`config.mk`:
```
export PLATFORM = sky130hd
export DESIGN_NAME = parallel_to_serial_rf
export DESIGN_NICKNAME = d
export VERILOG_FILES = /design/src/rtl/parallel_to_serial_rf_pkg.sv /design/src/rtl/parallel_to_serial_rf_counter.sv /design/src/rtl/parallel_to_serial_rf.sv
export SDC_FILE = /design/constraint.sdc
export NUM_CORES = 1
export LEC_CHECK = 0
export CORE_MARGIN = 10
export CORE_UTILIZATION = 35
export CTS_BUF_LIST = sky130_fd_sc_hd__clkbuf_8
export CTS_CLUSTER_DIAMETER = 50
export CTS_CLUSTER_SIZE = 25
export DETAILED_ROUTE_END_ITERATION = 7
export GPL_TIMING_DRIVEN = 0
export SYNTH_ARGS = -nofsm -noshare
export SYNTH_HDL_FRONTEND = slang
export SYNTH_SLANG_ARGS = --single-unit
export TNS_END_PERCENT = 10
```
`constraint.sdc`:
```
create_clock -name clk -period 2.8 [get_ports clk]
set_input_delay 0.56 -clock clk [delete_from_list [all_inputs] [get_ports clk]]
set_output_delay 0.56 -clock clk [all_outputs]
set_load 0.02 [all_outputs]
```
`src/rtl/parallel_to_serial_rf_pkg.sv`:
```
// Shared constants and types for the parallel-to-serial register file.
package parallel_to_serial_rf_pkg;

  // FSM state encoding, kept as plain constants for legacy compatibility.
  localparam logic [0:0] ST_IDLE   = 1'b0;
  localparam logic [0:0] ST_STREAM = 1'b1;

  // Element index type exposed on the idx port.
  typedef logic [31:0] idx_t;

  // Highest legal element index for a vector of n elements.
  function automatic idx_t last_index(input int n);
    return idx_t'(n - 1);
  endfunction

endpackage

```
`src/rtl/parallel_to_serial_rf_counter.sv`:
```
// Bounded up-counter: clears to MIN, steps by one on enable, wraps after MAX.
module parallel_to_serial_rf_counter
  import parallel_to_serial_rf_pkg::*;
#(
  parameter int MIN = 0,
  parameter int MAX = 3
) (
  input  logic clk,
  input  logic rst,
  input  logic i_en,
  input  logic i_clear,
  output idx_t o_count
);

  idx_t r_count;

  // Clear wins over enable; the wrap keeps the count inside MIN..MAX.
  always_ff @(posedge clk) begin
    if (rst || i_clear) begin
      r_count <= idx_t'(MIN);
    end else if (i_en) begin
      if (r_count == idx_t'(MAX)) begin
        r_count <= idx_t'(MIN);
      end else begin
        r_count <= r_count + idx_t'(1);
      end
    end
  end

  assign o_count = r_count;

endmodule

```
`src/rtl/parallel_to_serial_rf.sv`:
```
// Captures a packed vector of N_ELEMS words and streams them out one per
// valid/ready transfer, element 0 first, with no bubble between vectors.
module parallel_to_serial_rf
  import parallel_to_serial_rf_pkg::*;
#(
  parameter int WIDTH   = 1,
  parameter int N_ELEMS = 4
) (
  input  logic                       clk,
  input  logic                       rst,
  input  logic                       load,
  input  logic [N_ELEMS*WIDTH-1:0]   in,
  output logic                       load_ready,
  output logic                       out_valid,
  input  logic                       out_ready,
  output logic [WIDTH-1:0]           out,
  output logic [31:0]                idx,
  output logic                       last,
  output logic                       done
);

  logic [0:0]               r_state;
  logic [N_ELEMS*WIDTH-1:0] r_data;
  logic                     r_done;

  logic                     w_stream;
  logic                     w_last;
  logic                     w_xfer;
  logic                     w_load_ready;
  logic                     w_accept;
  logic [WIDTH-1:0]         w_out;
  logic [WIDTH-1:0]         w_elems [N_ELEMS];
  idx_t                     w_idx;

  assign w_stream     = (r_state == ST_STREAM);
  assign w_last       = w_stream && (w_idx == last_index(N_ELEMS));
  assign w_xfer       = w_stream && out_ready;
  assign w_load_ready = !w_stream || (w_last && out_ready);
  assign w_accept     = load && w_load_ready;

  // Element index; only advances on non-final transfers, so it never passes N_ELEMS-1.
  parallel_to_serial_rf_counter #(
    .MIN (0),
    .MAX (N_ELEMS - 1)
  ) u_idx_counter (
    .clk     (clk),
    .rst     (rst),
    .i_en    (w_xfer && !w_last),
    .i_clear ((w_xfer && w_last) || w_accept),
    .o_count (w_idx)
  );

  // Split the captured vector into its elements for the output mux.
  generate
    for (genvar gi = 0; gi < N_ELEMS; gi++) begin : g_elems
      assign w_elems[gi] = r_data[WIDTH*gi +: WIDTH];
    end
  endgenerate

  // Select the current element while streaming; drive zero when idle.
  always_comb begin
    w_out = '0;
    for (int k = 0; k < N_ELEMS; k++) begin
      if (w_stream && (w_idx == idx_t'(k))) begin
        w_out = w_elems[k];
      end
    end
  end

  // FSM: an accepted load always (re)enters STREAM, even on the final transfer.
  always_ff @(posedge clk) begin
    if (rst) begin
      r_state <= ST_IDLE;
    end else if (w_accept) begin
      r_state <= ST_STREAM;
    end else if (w_xfer && w_last) begin
      r_state <= ST_IDLE;
    end
  end

  // Vector register; only written by an accepted load, so stalls and refused loads leave it intact.
  always_ff @(posedge clk) begin
    if (rst) begin
      r_data <= '0;
    end else if (w_accept) begin
      r_data <= in;
    end
  end

  // One-cycle completion pulse following each final-element transfer.
  always_ff @(posedge clk) begin
    if (rst) begin
      r_done <= 1'b0;
    end else begin
      r_done <= w_xfer && w_last;
    end
  end

  assign load_ready = w_load_ready;
  assign out_valid  = w_stream;
  assign out        = w_out;
  assign idx        = w_idx;
  assign last       = w_last;
  assign done       = r_done;

endmodule

```
==> run summary, run 1 <==
Routability cong. -> 0.812
Cells after Synth -> 219
Fraction of layout cells with a size suffix above 1 -> 9.56%
Least-Margin Pin Slew -> 0.542 ns
First-pass GRT wire length -> 8.26 mm
Crit-path cells -> buf_6 > nor4_1 > nand4_2 > nor2_2 > a31o_2 > dlygate4sd2_1
Max Clk Rate -> 385 MHz
DP HPWL -> 3.66 mm
CP arrival -> 2.04 ns
Avg Cell Area, Syn -> 8.82 um2
Max_cap viols -> 0
Post-synth top area share -> 39.4%
Die Height -> 94.3 um
CP Depth -> 6
Footprint of the multi-input gates -> 1090 um2
CP top delay family -> simple AND/OR/NAND/NOR gates
Initial antenna violation count -> 0
Cell depth of the worst flop-to-flop path -> 7
Top-count cell post-synth -> dfxtp_1
Startpoint type of the worst setup path -> flop
Die W -> 94.3 um
Clk_lat worst skew -> 0.28 ns
Met3 Routed Length -> 334 um
I/O Pins -> 45
Fill count -> 526
Clock slew at reported path FFs -> 0.07 ns
Number of distinct library cells after synthesis -> 34
Comb pwr share -> 7.0%
Switching Share -> 23.1%
CTS tree -> done
Place WS -> 0.0740 ns
Core area -> 5240 um2
Iteration-0 DRC Markers -> 139
Setup TNS Final -> 0 ns
Area leader, netlist -> dfxtp_1
Clock power share -> 35.9%
Pre-Repair DR Iteration Count -> 4
CP required -> 2.24 ns
Top Metal Used -> met4
Register area share after synthesis -> 39.4%
Row cnt -> 26
Pint -> 0.000741 W
Final period util -> 92.8%
Global Route Usage Sum -> 11.3%
Wl on met1 -> 2.36 mm
Top cells by count, synth -> 38 x dfxtp_1, 31 x nor2_1, 17 x xor2_1, 16 x nand4_1, 14 x a21oi_1
Wire per inst -> 14.3 um
Capturing point of the worst reg2reg path -> u_idx_counter.o_count[28]
Final setup vio count -> 0
Worst slew margin -> 63.7%
Worst-path fanout max -> 10
Reg power frac -> 57.1%
Crit path launch -> u_idx_counter.o_count[6]
RSZ-0062 raised after global routing -> no
Starting Density -> 36.9%
Pin count of the biggest net entering global routing -> 11
Layout Nets -> 284
Fin crit period -> 2.60 ns
R2R Setup Slk -> 0.55 ns
Root Buffer -> clkbuf_8
Setup ws final -> 0.202 ns
Critical-path top delay cell -> dfxtp_1
# DRC -> 0
PortBufs -> 44
Synth Register Bits -> 38
Yosys warning total -> 0
Final ANT Viol Nets -> 0
Final WL -> 4.90 mm
Reg2reg start -> u_idx_counter.o_count[0]
Routed via count -> 1746
Hold Path Class -> reg2reg
GRT overflow -> 0
Vias/cell -> 5.11
Pwr/cell area -> 377 nW/um2
Ys async rst share -> 0%
Crit-path max cell delay -> 0.34 ns
Synthesized cell area -> 1930 um2
Worst VDD drop -> 0.171 mV
Crit. End Element -> output pin
Clock Sinks -> 38
Ys flop type -> dfxtp_1
Syn Nets -> 231
Status -> completed
Final hold vios -> 0
ANT cells -> 0
Clk buf depth -> 2
Core Util, Final -> 48.8%
Synth area leaders -> dfxtp_1 39%, xor2_1 7.7%, nor2_1 6.0%
Psw -> 0.000223 W
Max Slew Vio Count -> 0
Met2 Wirelength -> 2.14 mm
Kind of critical path -> reg2out
Area Overhead vs Synth -> 32.4%
Critical path buffers and inverters -> 2
TritonCTS buffer count -> 5
Post-synth EDFFs -> 0
CTS H-Tree Depth -> 2
Worst Clk Skew -> 0.00279 ns
Die area -> 8890 um2
FF+latch area -> 762 um2
Vias in the first global route -> 1702
Setup crit end -> load_ready
Leak -> 0.887 nW
-- routing by layer --
layer,vias up,GRT usage [%]
li1,910,-
met1,788,14.1
met2,41,17.4
met3,7,4.00
met4,0,4.18
met5,-,0
-- per-stage QoR --
stage               area, um2  hold slack, ns  power [W]  instances
floorplan                1930           0.460   0.000604        219
global placement         2460           0.475   0.000633        333
detailed placement       2460           0.492   0.000633        333
CTS                      2560           0.511   0.000979        342
global route             2560           0.532    0.00101        342
finish                   2560           0.505   0.000964        342
-- registers in the layout, indices dropped and copies added, names as in the netlist --
signal / cells
u_idx_counter.o_count: 32
out_valid: 1
r_data: 4
done: 1
-- power by group through the flow --
stage | logic (W) | registers, W | clock network [W]
floorplan | 0.0000396 | 0.000564 | 0
finish | 0.0000676 | 0.000551 | 0.000346
detailed placement | 0.0000695 | 0.000563 | 0
global route | 0.0000739 | 0.000551 | 0.000385
CTS | 0.0000686 | 0.000551 | 0.000360
global placement | 0.0000694 | 0.000563 | 0
-- worst min-delay path: stages (launching register included) --
cell and delay [ns]:
dfxtp_1 0.33, mux2i_1 0.07, nor2_1 0.07
-- repair_timing --
item                                    4_1_cts  5_1_grt
hold buffers                                  0        0
buffers inserted                              2        0
gates resized for setup                       6        0
endpoints found under the setup margin        3        0
-- layout make-up --
type | count | area share (%)
Multi-Input combinational cell | 165 | 42.5
Sequential cell | 38 | 29.8
Buffer | 9 | 2.55
Clock inverter | 2 | 0.294
Tap cell | 70 | 3.43
Timing Repair Buffer | 46 | 17.7
Inverter | 7 | 1.03
Clock buffer | 5 | 2.69
-- worst min path at each step --
| stage | to | cells after the start | slack [ns] | from |
|---|---|---|---|---|
| global route | r_data[2] | 2 | 0.53 | r_data[2] |
| floorplan | r_data[1] | 2 | 0.46 | r_data[1] |
| detailed placement | r_data[2] | 2 | 0.49 | r_data[2] |
| CTS | r_data[2] | 2 | 0.51 | r_data[2] |
| global placement | r_data[3] | 2 | 0.48 | r_data[3] |
| finish | r_data[1] | 2 | 0.50 | r_data[1] |
-- kinds of logic after synthesis --
logic type / Yosys count / synth area share [%]
multiplexers: 5 / 2.59
AND/OR/NAND/NOR: 106 / 30.4
AO/OA/AOI/OAI: 30 / 11.2
flip-flops: 38 / 39.4
adder cells (fa/ha/maj): 4 / 2.59
buffers and inverters: 16 / 4.73
XOR/XNOR: 20 / 9.07
-- cells in the final DEF, fill, tap and decap left out, types with 2 or more instances in the layout --
master and n:
clkdlybuf4s50_1 41, dfxtp_1 37, nor2_1 30, xor2_1 17, nand4_1 16, a21oi_1 14
nand2_1 12, inv_1 9, nand3_1 8, o31ai_1 8, nor4_1 7, or4_1 7
and3_1 6, mux2i_1 5, clkbuf_8 5, buf_2 4, and4_1 4, or3_1 4
ha_1 4, buf_6 3, buf_4 3, o21ai_1 3, xnor2_1 3, dlygate4sd2_1 3
nand4_2 2, nor2_2 2, a31o_2 2, and2_1 2
Note: power is estimated with default switching activity, not from simulation.
==> inputs of run 2 (changes only) <==
DONT_BUFFER_PORTS = 1   (was unset)
==> run summary, run 2 (same netlist as run 1, synthesis figures left out) <==
CP Depth -> 4
Clock Sinks -> 38
Startpoint type of the worst setup path -> flop
Max Clk Rate -> 375 MHz
Pin count of the biggest net entering global routing -> 11
Non-filler cells, final -> 295
Hold_sp -> rst
Setup ws final -> 0.130 ns
Cell depth of the worst flop-to-flop path -> 7
First-pass GRT wire length -> 8.03 mm
Global Route Usage Sum -> 11.2%
Setup crit end -> out
Fill count -> 531
Leak -> 0.711 nW
Crit-path max cell delay -> 0.43 ns
PortBufs -> 0
Core area -> 5240 um2
Fraction of layout cells with a size suffix above 1 -> 11.6%
Final WL -> 4.72 mm
Hold Path Class -> in2reg
Pwr/cell area -> 460 nW/um2
Routed via count -> 1619
Clock slew at reported path FFs -> 0.07 ns
Area Overhead vs Synth -> 10.1%
CTS H-Tree Depth -> 2
GRT overflow -> 0
# DRC -> 0
Max reg flops -> 32
Max Slew Vio Count -> 0
Setup TNS Final -> 0 ns
CP required -> 2.24 ns
Die area -> 8890 um2
Starting Density -> 36.9%
Critical path buffers and inverters -> 0
Final ANT Viol Nets -> 0
Status -> completed
Final setup vio count -> 0
ANT cells -> 0
Die W -> 94.3 um
CP arrival -> 2.11 ns
Routability cong. -> 0.750
Fin crit period -> 2.67 ns
CP top delay family -> simple AND/OR/NAND/NOR gates
R2R Setup Slk -> 0.35 ns
Worst-path fanout max -> 7
Commonest cells after routing, fill and taps aside -> 38 x dfxtp_1, 31 x nor2_1, 17 x xor2_1
Placed Cells incl. Taps -> 289
Final period util -> 95.4%
Critical-path top delay cell -> dfxtp_1
Wire per inst -> 16.0 um
Clk buf depth -> 2
I/O Pins -> 45
# hold bufs at CTS -> 0
DP HPWL -> 3.57 mm
Layout Nets -> 238
Crit-path cells -> nor4_1 > nand4_2 > nor2_1 > and3_1
Row cnt -> 26
Core Util, Final -> 40.6%
Iteration-0 DRC Markers -> 119
Final Power -> 0.000978 W
Kind of critical path -> reg2out
Worst Clk Skew -> 0.00764 ns
Capturing point of the worst reg2reg path -> u_idx_counter.o_count[22]
Worst slew margin -> 58.1%
CTS tree -> done
Reg2reg start -> u_idx_counter.o_count[1]
Clk_lat worst skew -> 0.29 ns
Crit path launch -> u_idx_counter.o_count[23]
Pre-Repair DR Iteration Count -> 4
Vias/cell -> 5.49
Place WS -> 0.0956 ns
Crit. End Element -> output pin
Die Height -> 94.3 um
Root Buffer -> clkbuf_8
RSZ-0062 raised after global routing -> no
Least-Margin Pin Slew -> 0.623 ns
Initial antenna violation count -> 0
Worst VDD drop -> 0.207 mV
TritonCTS buffer count -> 5
Final hold vios -> 0
Setup Fix Bufs, Post-CTS -> 0
Vias in the first global route -> 1601
Commonest non-fill, non-tap cell in the layout -> dfxtp_1
Max_cap viols -> 0
[run 2: metrics by stage]
stage	area [um2]	hold slack, ns
floorplan	1930	0.460
CTS	2110	0.314
detailed placement	2020	0.480
global route	2130	0.317
global placement	2020	0.475
finish	2130	0.329
[run 2: worst register-to-register path: cells and delay by family (launching register included)]
family	cells	cell delay, ns
simple gates	4	0.84
buf+inv	1	0.43
xor+xnor	1	0.17
fa+ha+maj	1	0.36
flops	1	0.58
[run 2: worst min path at each step]
stage                      endpoint  cells past startpoint  slack, ns
after global routing      out_valid                      1       0.32
final                     out_valid                      1       0.33
after global placement    r_data[3]                      2       0.48
after CTS                 out_valid                      1       0.31
after floorplan           r_data[1]                      2       0.46
after detailed placement  r_data[3]                      2       0.48
[run 2: layout make-up]
type                            count  area, um2  area share [%]
Clock buffer                        6       82.6            3.88
Inverter                            7       26.3            1.24
Tap cell                           70       87.6            4.12
Sequential cell                    38        761            35.8
Buffer                              9       65.1            3.06
Multi-Input combinational cell    165       1100            51.9
[run 2: where the power goes]
| part | switching (W) | internal [W] |
|---|---|---|
| sequential | 0.00000773 | 0.000545 |
| combinational | 0.0000290 | 0.0000189 |
| clock | 0.000187 | 0.000190 |
| total | 0.000223 | 0.000754 |
[run 2: repair_timing]
action,4_1_cts,5_1_grt
pin swaps,0,0
resized for setup,1,3
gates cloned,0,0
setup endpoints to repair,1,3
[run 2: routing by layer]
layer	part of all wire [%]	global-route usage [%]
met1	45	13.4
met2	44	17.3
met3	9.2	4.56
met4	1.3	4.94
met5	0	0
